===== config.mk =====
export PLATFORM = sky130hd
export DESIGN_NAME = seg7_scan_ctrl_flat
export DESIGN_NICKNAME = d
export VERILOG_FILES = /design/src/rtl/seg7_pkg.sv /design/src/rtl/seg7_scan_ctrl_if.sv /design/src/rtl/seg7_hex_decode.sv /design/src/rtl/seg7_scan_ctrl.sv /design/src/flat_wrapper.sv
export SDC_FILE = /design/constraint.sdc
export NUM_CORES = 1
export LEC_CHECK = 0
export ABC_AREA = 1
export BUFFER_PORTS_ARGS = -buffer_cell sky130_fd_sc_hd__buf_2
export CAP_MARGIN = 30
export CELL_PAD_IN_SITES_DETAIL_PLACEMENT = 1
export CELL_PAD_IN_SITES_GLOBAL_PLACEMENT = 1
export CORE_MARGIN = 2
export CORE_UTILIZATION = 43
export CTS_CLUSTER_DIAMETER = 120
export DETAILED_ROUTE_END_ITERATION = 8
export GPL_TIMING_DRIVEN = 0
export PLACE_DENSITY = 0.85
export SETUP_SLACK_MARGIN = 0.15
export SLEW_MARGIN = 15
export SYNTH_ARGS = -nofsm -noshare
export SYNTH_HDL_FRONTEND = slang
export SYNTH_HIERARCHICAL = 1
export SYNTH_SLANG_ARGS = --single-unit

===== constraint.sdc =====
create_clock -name led_clk -period 3.43 [get_ports led_clk]
set_input_delay 0.343 -clock led_clk [delete_from_list [all_inputs] [get_ports led_clk]]
set_output_delay 0.343 -clock led_clk [all_outputs]
set_load 0.1 [all_outputs]

===== src/rtl/seg7_pkg.sv =====
// Shared constants for the seven-segment scanner: segment/anode idle levels
// and the hex-to-segment table (g..a, active-high).
package seg7_pkg;

   localparam logic [7:0]  SEG_OFF = 8'hFF;
   localparam logic [15:0] AN_OFF  = 16'hFFFF;

   localparam logic [6:0] HEX_SEG [16] = '{
      7'h3F, 7'h06, 7'h5B, 7'h4F,
      7'h66, 7'h6D, 7'h7D, 7'h07,
      7'h7F, 7'h6F, 7'h77, 7'h7C,
      7'h39, 7'h5E, 7'h79, 7'h71
   };

endpackage


===== src/rtl/seg7_scan_ctrl_if.sv =====
// CPU-side load bus of the scanner: display contents, live controls and the
// load/ack handshake.
interface seg7_scan_ctrl_if #(
   parameter int NDIGITS  = 8,
   parameter int PWM_BITS = 4
) ();

   logic [4*NDIGITS-1:0] data_in;
   logic [NDIGITS-1:0]   dp_in;
   logic [NDIGITS-1:0]   blank_in;
   logic [NDIGITS-1:0]   blink_in;
   logic                 lz_en;
   logic [PWM_BITS-1:0]  brightness;
   logic                 load;
   logic                 load_ack;

   modport master (
      output data_in, dp_in, blank_in, blink_in, lz_en, brightness, load,
      input  load_ack
   );

   modport slave (
      input  data_in, dp_in, blank_in, blink_in, lz_en, brightness, load,
      output load_ack
   );

endinterface


===== src/rtl/seg7_hex_decode.sv =====
// Combinational nibble to seven-segment pattern (g..a, active-high).
module seg7_hex_decode
   import seg7_pkg::*;
(
   input  logic [3:0] nib_i,
   output logic [6:0] seg_o
);

   assign seg_o = HEX_SEG[nib_i];

endmodule


===== src/rtl/seg7_scan_ctrl.sv =====
// Multiplexed seven-segment scanner with PWM dimming, blank slot, blink,
// leading-zero suppression and a frame-synchronous double-buffered load.
module seg7_scan_ctrl
   import seg7_pkg::*;
#(
   parameter int NDIGITS      = 8,
   parameter int PWM_BITS     = 4,
   parameter int BLINK_FRAMES = 625
) (
   input  logic               led_clk,
   input  logic               rst,
   seg7_scan_ctrl_if.slave    bus,
   output logic               frame_start,
   output logic [NDIGITS-1:0] AN,
   output logic [7:0]         SEG
);

   localparam int SEL_W  = (NDIGITS > 1) ? $clog2(NDIGITS) : 1;
   localparam int FCNT_W = (BLINK_FRAMES > 1) ? $clog2(BLINK_FRAMES) : 1;
   localparam logic [SEL_W-1:0]    SEL_LAST  = SEL_W'(NDIGITS - 1);
   localparam logic [PWM_BITS-1:0] DWELL_MAX = '1;
   localparam logic [FCNT_W-1:0]   FCNT_LAST = FCNT_W'(BLINK_FRAMES - 1);

   logic [SEL_W-1:0]     sel_q, sel_d;
   logic [PWM_BITS-1:0]  dwell_q, dwell_d;
   logic [4*NDIGITS-1:0] stg_data_q, stg_data_d, act_data_q, act_data_d;
   logic [NDIGITS-1:0]   stg_dp_q, stg_dp_d, act_dp_q, act_dp_d;
   logic [NDIGITS-1:0]   stg_blank_q, stg_blank_d, act_blank_q, act_blank_d;
   logic [NDIGITS-1:0]   stg_blink_q, stg_blink_d, act_blink_q, act_blink_d;
   logic                 pending_q, pending_d;
   logic [FCNT_W-1:0]    fcnt_q, fcnt_d;
   logic                 phase_q, phase_d;
   logic [NDIGITS-1:0]   an_q, an_d;
   logic [7:0]           seg_q, seg_d;
   logic                 fs_q, fs_d;
   logic                 ack_q, ack_d;

   logic                 boundary;
   logic                 commit;
   logic                 lz_run;
   logic [NDIGITS-1:0]   sup;
   logic [3:0]           cur_nib;
   logic                 cur_dp;
   logic                 cur_dark;
   logic                 digit_on;
   logic [6:0]           cur_pat;

   seg7_hex_decode u_dec (
      .nib_i (cur_nib),
      .seg_o (cur_pat)
   );

   // Zero run from the most significant digit; digit 0 always stays visible.
   always_comb begin
      sup    = '0;
      lz_run = bus.lz_en;
      for (int i = NDIGITS - 1; i >= 0; i--) begin
         lz_run = lz_run && (act_data_q[4*i +: 4] == 4'h0);
         sup[i] = lz_run && (i != 0);
      end
   end

   always_comb begin
      cur_nib  = 4'h0;
      cur_dp   = 1'b0;
      cur_dark = 1'b0;
      for (int i = 0; i < NDIGITS; i++) begin
         if (SEL_W'(i) == sel_q) begin
            cur_nib  = act_data_q[4*i +: 4];
            cur_dp   = act_dp_q[i];
            cur_dark = act_blank_q[i] | (phase_q & act_blink_q[i]) | sup[i];
         end
      end
   end

   assign digit_on = (dwell_q != '0) && (dwell_q <= bus.brightness) && !cur_dark;
   assign boundary = (sel_q == SEL_LAST) && (dwell_q == DWELL_MAX);
   assign commit   = boundary && (pending_q || bus.load);

   always_comb begin
      dwell_d     = dwell_q + PWM_BITS'(1);
      sel_d       = sel_q;
      stg_data_d  = stg_data_q;
      stg_dp_d    = stg_dp_q;
      stg_blank_d = stg_blank_q;
      stg_blink_d = stg_blink_q;
      act_data_d  = act_data_q;
      act_dp_d    = act_dp_q;
      act_blank_d = act_blank_q;
      act_blink_d = act_blink_q;
      pending_d   = pending_q;
      fcnt_d      = fcnt_q;
      phase_d     = phase_q;
      an_d        = AN_OFF[NDIGITS-1:0];
      seg_d       = SEG_OFF;
      fs_d        = (sel_q == '0) && (dwell_q == '0);
      ack_d       = commit;

      if (dwell_q == DWELL_MAX) begin
         sel_d = (sel_q == SEL_LAST) ? '0 : sel_q + SEL_W'(1);
      end

      if (bus.load) begin
         stg_data_d  = bus.data_in;
         stg_dp_d    = bus.dp_in;
         stg_blank_d = bus.blank_in;
         stg_blink_d = bus.blink_in;
         pending_d   = 1'b1;
      end

      // A load coinciding with the boundary bypasses staging straight to active.
      if (commit) begin
         act_data_d  = bus.load ? bus.data_in  : stg_data_q;
         act_dp_d    = bus.load ? bus.dp_in    : stg_dp_q;
         act_blank_d = bus.load ? bus.blank_in : stg_blank_q;
         act_blink_d = bus.load ? bus.blink_in : stg_blink_q;
         pending_d   = 1'b0;
      end

      if (boundary) begin
         if (fcnt_q == FCNT_LAST) begin
            fcnt_d  = '0;
            phase_d = ~phase_q;
         end else begin
            fcnt_d = fcnt_q + FCNT_W'(1);
         end
      end

      if (digit_on) begin
         seg_d = ~{cur_dp, cur_pat};
         for (int i = 0; i < NDIGITS; i++) begin
            an_d[i] = ~(SEL_W'(i) == sel_q);
         end
      end
   end

   always_ff @(posedge led_clk) begin
      if (rst) begin
         sel_q       <= '0;
         dwell_q     <= '0;
         stg_data_q  <= '0;
         stg_dp_q    <= '0;
         stg_blank_q <= '0;
         stg_blink_q <= '0;
         act_data_q  <= '0;
         act_dp_q    <= '0;
         act_blank_q <= '0;
         act_blink_q <= '0;
         pending_q   <= 1'b0;
         fcnt_q      <= '0;
         phase_q     <= 1'b0;
         an_q        <= AN_OFF[NDIGITS-1:0];
         seg_q       <= SEG_OFF;
         fs_q        <= 1'b0;
         ack_q       <= 1'b0;
      end else begin
         sel_q       <= sel_d;
         dwell_q     <= dwell_d;
         stg_data_q  <= stg_data_d;
         stg_dp_q    <= stg_dp_d;
         stg_blank_q <= stg_blank_d;
         stg_blink_q <= stg_blink_d;
         act_data_q  <= act_data_d;
         act_dp_q    <= act_dp_d;
         act_blank_q <= act_blank_d;
         act_blink_q <= act_blink_d;
         pending_q   <= pending_d;
         fcnt_q      <= fcnt_d;
         phase_q     <= phase_d;
         an_q        <= an_d;
         seg_q       <= seg_d;
         fs_q        <= fs_d;
         ack_q       <= ack_d;
      end
   end

   assign AN           = an_q;
   assign SEG          = seg_q;
   assign frame_start  = fs_q;
   assign bus.load_ack = ack_q;

endmodule

===== src/flat_wrapper.sv =====
// flat-port wrapper written by rule: the top's interface ports become plain ports
module seg7_scan_ctrl_flat import seg7_pkg::*;
#(
   parameter int NDIGITS      = 8,
   parameter int PWM_BITS     = 4,
   parameter int BLINK_FRAMES = 625
)
  (led_clk, rst, frame_start, AN, SEG, bus_data_in, bus_dp_in, bus_blank_in, bus_blink_in, bus_lz_en, bus_brightness, bus_load, bus_load_ack);
  seg7_scan_ctrl_if #(.NDIGITS(NDIGITS), .PWM_BITS(PWM_BITS)) bus_i ();
  input  logic led_clk;
  input  logic rst;
  output logic frame_start;
  output logic [NDIGITS-1:0] AN;
  output logic [7:0] SEG;
  input wire logic [$bits(bus_i.data_in)-1:0] bus_data_in;
  input wire logic [$bits(bus_i.dp_in)-1:0] bus_dp_in;
  input wire logic [$bits(bus_i.blank_in)-1:0] bus_blank_in;
  input wire logic [$bits(bus_i.blink_in)-1:0] bus_blink_in;
  input wire logic [$bits(bus_i.lz_en)-1:0] bus_lz_en;
  input wire logic [$bits(bus_i.brightness)-1:0] bus_brightness;
  input wire logic [$bits(bus_i.load)-1:0] bus_load;
  output wire logic [$bits(bus_i.load_ack)-1:0] bus_load_ack;
  assign bus_i.data_in = bus_data_in;
  assign bus_i.dp_in = bus_dp_in;
  assign bus_i.blank_in = bus_blank_in;
  assign bus_i.blink_in = bus_blink_in;
  assign bus_i.lz_en = bus_lz_en;
  assign bus_i.brightness = bus_brightness;
  assign bus_i.load = bus_load;
  assign bus_load_ack = bus_i.load_ack;
  seg7_scan_ctrl #(.NDIGITS(NDIGITS), .PWM_BITS(PWM_BITS), .BLINK_FRAMES(BLINK_FRAMES)) u_core (.led_clk(led_clk), .rst(rst), .bus(bus_i), .frame_start(frame_start), .AN(AN), .SEG(SEG));
endmodule

==> impl_results.md, run 1 <==
* Initial DRC Count at 327
* RSZ-0062 raised after global routing: true
* Maximum clock frequency at 0.331 GHz
* Layout Skew at 0.0158 ns
* Synth async-reset ratio at 0
* Critical path required time at 3.74 ns
* Yosys top cell by area: dfxtp_1
* CTS tree: built
* Antenna Cells at 0
* Vias at 5261
* Die X at 124 um
* Root buffer cell: clkbuf_16
* Register bit total from synthesis at 149
* Hold Startpoint: bus_dp_in[1]
* Initial antenna violation count at 0
* Pwr dens at 548 mW/mm2
* Syn Std Cell Area at 0.00616 mm2
* M3 GR Usage at 0.0398
* Worst r2r dst: u_core/SEG[3]
* Hold-critical path depth at 3
* Sequential share of the synthesized area at 0.484
* GRT overflow at 0
* Post-synth EDFFs at 0
* Netlist cell types at 39
* I/O pin count at 82
* Worst Reg-to-Reg Cells at 19
* Pleak at 3.22 nW
* Clk_lat worst skew at 0.43 ns
* Crit path max fanout at 6
* Number of global-route vias before repair at 5605
* First-pass GRT wire length at 27900 um
* Met2 GRT Util at 0.443
* Die height at 124 um
* Crit Reg-Reg Startpoint: u_core/sel_q[0]
* RD Place Congestion at 0.877
* DRC at 0
* # port buffers at 80
* Worst-Margin Slew at 0.729 ns
* Rows at 43
* Final #Nets at 888
* Crit path buffers/inverters at 3
* Fin. Hold Viols at 0
* WHS Endpoint: u_core/stg_dp_q[1]
* Area Growth Syn to Fin at 20.4%
* Clock tree sinks at 149
* Setup bufs post-CTS at 0
* Slowest stage delay, CP at 0.34 ns
* Slew Limit Fails at 0
* Worst Hold Class: in2reg
* Tmin final at 3.02 ns
* Setup crit end kind: flip-flop
* Fin crit share at 0.880
* Placed cell area at 0.00679 mm2
* Cells after Synth at 704
* Antenna viol nets, final at 0
* Max H-tree Level at 4
* Final WL at 17700 um
* Hold-fix buffers, CTS at 0
* Clk buf depth at 2
* Share of layout cells above drive strength 1 at 0.225
* Initial Util at 0.442
* CP startpoint kind: flip-flop
* R2r setup slk at 0.41 ns
* DR pass1 iterations at 5
* Relative slew slack at 0.514
* Count leader, synth: dfxtp_1
* Fillers at 1671
* Detailed-placement wirelength estimate at 12500 um
* Syn_nets at 789
* Gr busiest metal: met2
* Die ar. at 0.0153 mm2
* Mean post-synth cell area at 8.75 um2
* Area of the multi-input gates at 0.00273 mm2
* Critical-path cell list: inv_1 > ha_1 > inv_1 > nor2_2 > nand2_2 > nor2_1 > o22ai_1 > o21ai_1 > o21ai_1 > o21ai_0 > o21ai_1 > o21ai_2 > inv_1 > ha_1 > nand2_1 > o21ai_0 > nand2_1 > nand2_1 > nand3_1
* IR drop worst, VDD at 337 uV
* FF/Latch Area at 0.00298 mm2
* Total track usage at 0.241
* Commonest register cell after synthesis: dfxtp_1
* Share of Yosys cell area claimed by the top area cell type at 0.484
* Worst path slowest cell: ha_1
* Core Box Area at 0.0139 mm2
* Met1 Use GR at 0.272
* Top delay family on crit path: compound AO/OA/AOI/OAI gates
* Final setup violation count at 0
* Synthesis Warnings at 6
* Per-cell routed wire length at 17.8 um
* Total CTS buffers at 17
* Routed vias/inst at 5.28
* Synth top cells by count: 149 x dfxtp_1, 89 x nand2_1, 80 x nor2_1
* # Max-Cap Violations at 0
* Clk slew on worst S/H paths at 0.06 ns
* Largest cells by area after synthesis: dfxtp_1 48%, mux2i_1 9.1%, nand2_1 5.4%
* Fin Setup TNS at 0 ns
* Fin area at 0.00742 mm2
* Largest net degree at the start of global routing at 17
* Worst setup path class: reg2reg
* Status: finished, final reports clean
* WP data arrival at 3.32 ns
-- logic make-up (layout without fill, tap and decap cells) --
| group | count (synthesis) | in the layout | share of synthesized area |
|---|---|---|---|
| flip-flops | 149 | 149 | 0.484 |
| XOR/XNOR | 1 | 1 | 0.00142 |
| AND/OR/NAND/NOR | 234 | 234 | 0.184 |
| multiplexers | 56 | 56 | 0.0910 |
| AO/OA/AOI/OAI | 135 | 135 | 0.122 |
| adder cells (fa/ha/maj) | 21 | 21 | 0.0427 |
| buffers and inverters | 108 | 220 | 0.0745 |
-- where the power goes --
group	internal (mW)	total (mW)	switching (mW)	leakage (nW)
sequential	1.78	1.80	0.0176	1.21
clock	1.21	1.95	0.734	0.289
combinational	0.0961	0.318	0.222	1.71
-- through the flow --
step | worst slack (ns) | hold slack, ns | power, mW | util | cells
6_report | 0.413 | 0.182 | 4.07 | 0.532 | 996
5_1_grt | 0.101 | 0.195 | 4.19 | 0.532 | 996
4_1_cts | 0.168 | 0.171 | 4.11 | 0.531 | 996
3_5_place_dp | 0.188 | 0.459 | 2.15 | 0.487 | 964
3_3_place_gp | 0.437 | 0.442 | 2.14 | 0.487 | 964
2_1_floorplan | 0.983 | 0.428 | 2.05 | - | 704
-- layout by cell type, fill, tap and decap left out, types with 4 or more instances in the layout --
cell	count
dfxtp_1	149
buf_2	93
nand2_1	88
nor2_1	78
inv_1	61
mux2i_1	56
o21ai_0	41
o22ai_1	36
a21oi_1	28
ha_1	21
clkbuf_16	17
o21ai_1	17
inv_2	15
clkbuf_1	14
nand3_1	14
nand3_2	12
nor2_2	7
nand2_2	6
clkinvlp_4	4
bufinv_16	4
buf_6	4
nor4_1	4
nand4_1	4
nor3_1	4
-- cell type report --
type / instances / share of cell area
Buffer: 32 / 0.0235
Clock buffer: 19 / 0.0584
Clock inverter: 13 / 0.0246
Inverter: 76 / 0.0385
Multi-Input combinational cell: 447 / 0.368
Sequential cell: 149 / 0.402
Tap cell: 180 / 0.0304
Timing Repair Buffer: 80 / 0.0540
-- repair_timing --
action | 4_1_cts | 5_1_grt
pin swaps | 0 | 0
setup endpoints to repair | 2 | 7
gates resized for setup | 3 | 10
-- flip-flops by register name (all words and copies together), names as in the netlist, 3 cells and up --
signal and count:
u_core/stg_data_q 32, u_core/sel_q 3, u_core/stg_dp_q 8, u_core/stg_blank_q 8, u_core/AN 8, u_core/act_blank_q 8
u_core/dwell_q 4, u_core/act_blink_q 8, u_core/act_dp_q 8, u_core/SEG 8, u_core/fcnt_q 10, u_core/act_data_q 32
u_core/stg_blink_q 8
-- worst max path at each step --
stage	slack, ns	to	startpoint	cells past startpoint
2_1_floorplan	0.98	u_core/SEG[3]	u_core/sel_q[0]	19
3_3_place_gp	0.44	u_core/SEG[3]	u_core/sel_q[0]	19
3_5_place_dp	0.19	u_core/SEG[3]	u_core/sel_q[0]	19
4_1_cts	0.17	u_core/SEG[3]	u_core/sel_q[0]	19
5_1_grt	0.10	u_core/SEG[3]	u_core/sel_q[0]	19
6_report	0.41	u_core/SEG[3]	u_core/sel_q[0]	19
-- routing by layer --
metal / up-vias / wire length [um]
met5: - / 0
met4: 0 / 444
met3: 36 / 576
met2: 120 / 9280
met1: 2563 / 7390
li1: 2542 / -
-- worst min-delay path, cell delays in order --
cell,delay [ns]
buf_2,0.08
mux2i_1,0.08
nor2_1,0.08
Power figures use the tool's default switching activity.
==> inputs of run 2 (changes only) <==
--- a/config.mk
+++ b/config.mk
@@ -6,16 +6,16 @@
 export NUM_CORES = 1
 export LEC_CHECK = 0
 export ABC_AREA = 1
-export BUFFER_PORTS_ARGS = -buffer_cell sky130_fd_sc_hd__buf_2
 export CAP_MARGIN = 30
 export CELL_PAD_IN_SITES_DETAIL_PLACEMENT = 1
 export CELL_PAD_IN_SITES_GLOBAL_PLACEMENT = 1
 export CORE_MARGIN = 2
-export CORE_UTILIZATION = 43
+export CORE_UTILIZATION = 47
 export CTS_CLUSTER_DIAMETER = 120
 export DETAILED_ROUTE_END_ITERATION = 8
+export DONT_BUFFER_PORTS = 1
 export GPL_TIMING_DRIVEN = 0
-export PLACE_DENSITY = 0.85
+export PLACE_DENSITY = 0.84
 export SETUP_SLACK_MARGIN = 0.15
 export SLEW_MARGIN = 15
 export SYNTH_ARGS = -nofsm -noshare
==> run 2 against run 1 <==
Compared with the run above: combinational power down 41%; worst hold slack got worse by 0.079 ns; sequential share of layout area rose by 2.5 points; clock skew decreased by 0.0077 ns; first-iteration DRC count is 35% lower; register-to-register slack about the same; via count down 7.1%; sequential power grew 4%; core utilization up 1.6 points; flip-flop and latch count did not move; clock power down 5%; critical path depth shrank 4; critical path type unchanged.
==> impl_results.md, run 2 (synthesized netlist as in run 1, its figures left out) <==
* Critical-path cell list: ha_1 > ha_1 > clkbuf_1 > o21ai_0 > o21ai_0 > o21ai_0 > o21ai_0 > o21ai_2 > inv_1 > ha_1 > nand2_1 > o21ai_0 > nand2_1 > nand2_1 > nand3_1
* CTS tree: built
* Clk slew on worst S/H paths at 0.06 ns (about the same)
* Maximum clock frequency at 0.331 GHz (-0.16%)
* Clk_lat worst skew at 0.42 ns (about the same)
* Max H-tree Level at 4 (unchanged)
* Initial DRC Count at 213 (-35%)
* Worst Reg-to-Reg Cells at 15 (-4)
* IR drop worst, VDD at 397 uV (+18%)
* Area Growth Syn to Fin at 13.3%
* First-pass GRT wire length at 26700 um (-4.4%)
* Root buffer cell: clkbuf_16
* Relative slew slack at 0.355 (-0.159)
* Crit path buffers/inverters at 2 (-1)
* Most Frequent Cell on Critical Path: o21ai_0
* Initial antenna violation count at 0 (unchanged)
* Setup bufs post-CTS at 0 (unchanged)
* Largest net degree at the start of global routing at 17 (unchanged)
* Fin. Hold Viols at 0 (unchanged)
* Die ar. at 0.0140 mm2 (-8.2%)
* Worst setup path class: reg2reg
* DR pass1 iterations at 4 (-1)
* WP data arrival at 3.38 ns (+0.06 ns)
* Top delay family on crit path: compound AO/OA/AOI/OAI gates
* RD Place Congestion at 0.845 (-3.7%)
* Rows at 41 (-4.7%)
* Number of global-route vias before repair at 5436 (-3.0%)
* # port buffers at 0 (-100%)
* DRC at 0 (unchanged)
* Final non-filler cell total at 908 (-8.8%)
* Worst-Margin Slew at 0.966 ns (+0.237 ns)
* Largest registers: u_core/act_data_q: 32 flops, u_core/stg_data_q: 32 flops, u_core/fcnt_q: 10 flops
* Slew Limit Fails at 0 (unchanged)
* Antenna Cells at 0 (unchanged)
* Worst Slack Setup Final at 0.408 ns (-0.00476 ns)
* Cell depth of the worst setup path at 15 (-4)
* Crit path max fanout at 10 (+4)
* Core Box Area at 0.0127 mm2 (-8.7%)
* Placed insts at 876 (-9.1%)
* R2r setup slk at 0.41 ns (about the same)
* Most frequent cells in the layout: 149 x dfxtp_1, 88 x nand2_1, 80 x nor2_1, 61 x inv_1, 56 x mux2i_1
* CP startpoint kind: flip-flop
* Tmin final at 3.02 ns (+0.00476 ns)
* Pwr dens at 561 mW/mm2 (+2.4%)
* Die height at 118 um (-4.2%)
* Worst Hold Class: in2reg
* Share of layout cells above drive strength 1 at 0.139 (-0.0869)
* Total track usage at 0.242 (+0.000937)
* Clock tree sinks at 149 (unchanged)
* Die X at 118 um (-4.2%)
* GRT overflow at 0 (unchanged)
* Pleak at 2.92 nW (-9.4%)
* RSZ-0062 raised after global routing: true
* Fin Setup TNS at 0 ns (unchanged)
* Final WL at 16400 um (-7.4%)
* Layout Skew at 0.00808 ns (-0.00771 ns)
* Hold-critical path depth at 2 (-1)
* Setup crit end kind: flip-flop
* Final setup violation count at 0 (unchanged)
* DP Worst Slack at 0.323 ns (+0.135 ns)
* # Max-Cap Violations at 0 (unchanged)
* Slowest stage delay, CP at 0.37 ns (+0.03 ns)
* Per-cell routed wire length at 18.0 um (+1.6%)
* Worst path slowest cell: dfxtp_1
* Antenna viol nets, final at 0 (unchanged)
* Clk buf depth at 2 (unchanged)
* Initial Util at 0.484 (+0.0421)
* Status: finished, final reports clean
* I/O pin count at 82 (unchanged)
* Routed vias/inst at 5.38 (+1.9%)
* Fin crit share at 0.881 (+0.00139)
* Critical path required time at 3.79 ns (+0.05 ns)
* Vias at 4886 (-7.1%)
* Detailed-placement wirelength estimate at 12400 um (-0.86%)
* Total CTS buffers at 17 (unchanged)
* Most common cell after layout, fill and taps aside: dfxtp_1
* Final #Nets at 808 (-9.0%)
run 2: final timing paths:
path	start	to
max	u_core/sel_q[1]	u_core/SEG[3]
min	bus_blank_in[0]	u_core/stg_blank_q[0]
max reg2reg	u_core/sel_q[1]	u_core/SEG[3]
min reg2reg	u_core/dwell_q[0]	u_core/dwell_q[0]
run 2: routing by layer:
layer / share of wire / track usage
met5: 0 / 0
met4: 0.023 / 0.101
met3: 0.033 / 0.0618
met2: 0.52 / 0.443
met1: 0.42 / 0.263
run 2: area by class of cell:
type,count,area [um2]
well taps,172,215
plain buffers,32,174
multi-input cells,447,2730
flip-flops and latches,149,2980
fillers,1533,5750
clock inverters,13,159
clock buffers,19,433
inverters,76,285
run 2: through the flow:
stage / instance area [um2] / utilization / hold slack [ns] / power [mW]
floorplan: 6160 / - / 0.428 / 2.05
global placement: 6370 / 0.501 / 0.441 / 2.09
detailed placement: 6370 / 0.501 / 0.453 / 2.11
CTS: 6970 / 0.548 / 0.0908 / 3.95
global route: 6980 / 0.548 / 0.0999 / 4.06
finish: 6980 / 0.548 / 0.103 / 3.92
run 2: power breakdown:
group / leakage (nW) / switching [mW] / total (mW) / internal, mW
combinational: 1.42 / 0.123 / 0.187 / 0.0646
sequential: 1.21 / 0.100 / 1.88 / 1.78
clock: 0.283 / 0.706 / 1.85 / 1.14
run 2: worst register-to-register path, delay by kind of cell (launching register included):
kind | cells | cell delay, ns
compound gates | 6 | 1.01
fa+ha+maj | 3 | 0.74
buf+inv | 2 | 0.54
flops | 1 | 0.37
simple gates | 4 | 0.30
run 2: what timing repair did:
action / 4_1_cts / 5_1_grt
hold buffers: 0 / 0
gates resized for setup: 0 / 6
endpoints found under the setup margin: 0 / 7
endpoints found under the hold margin: 0 / 0
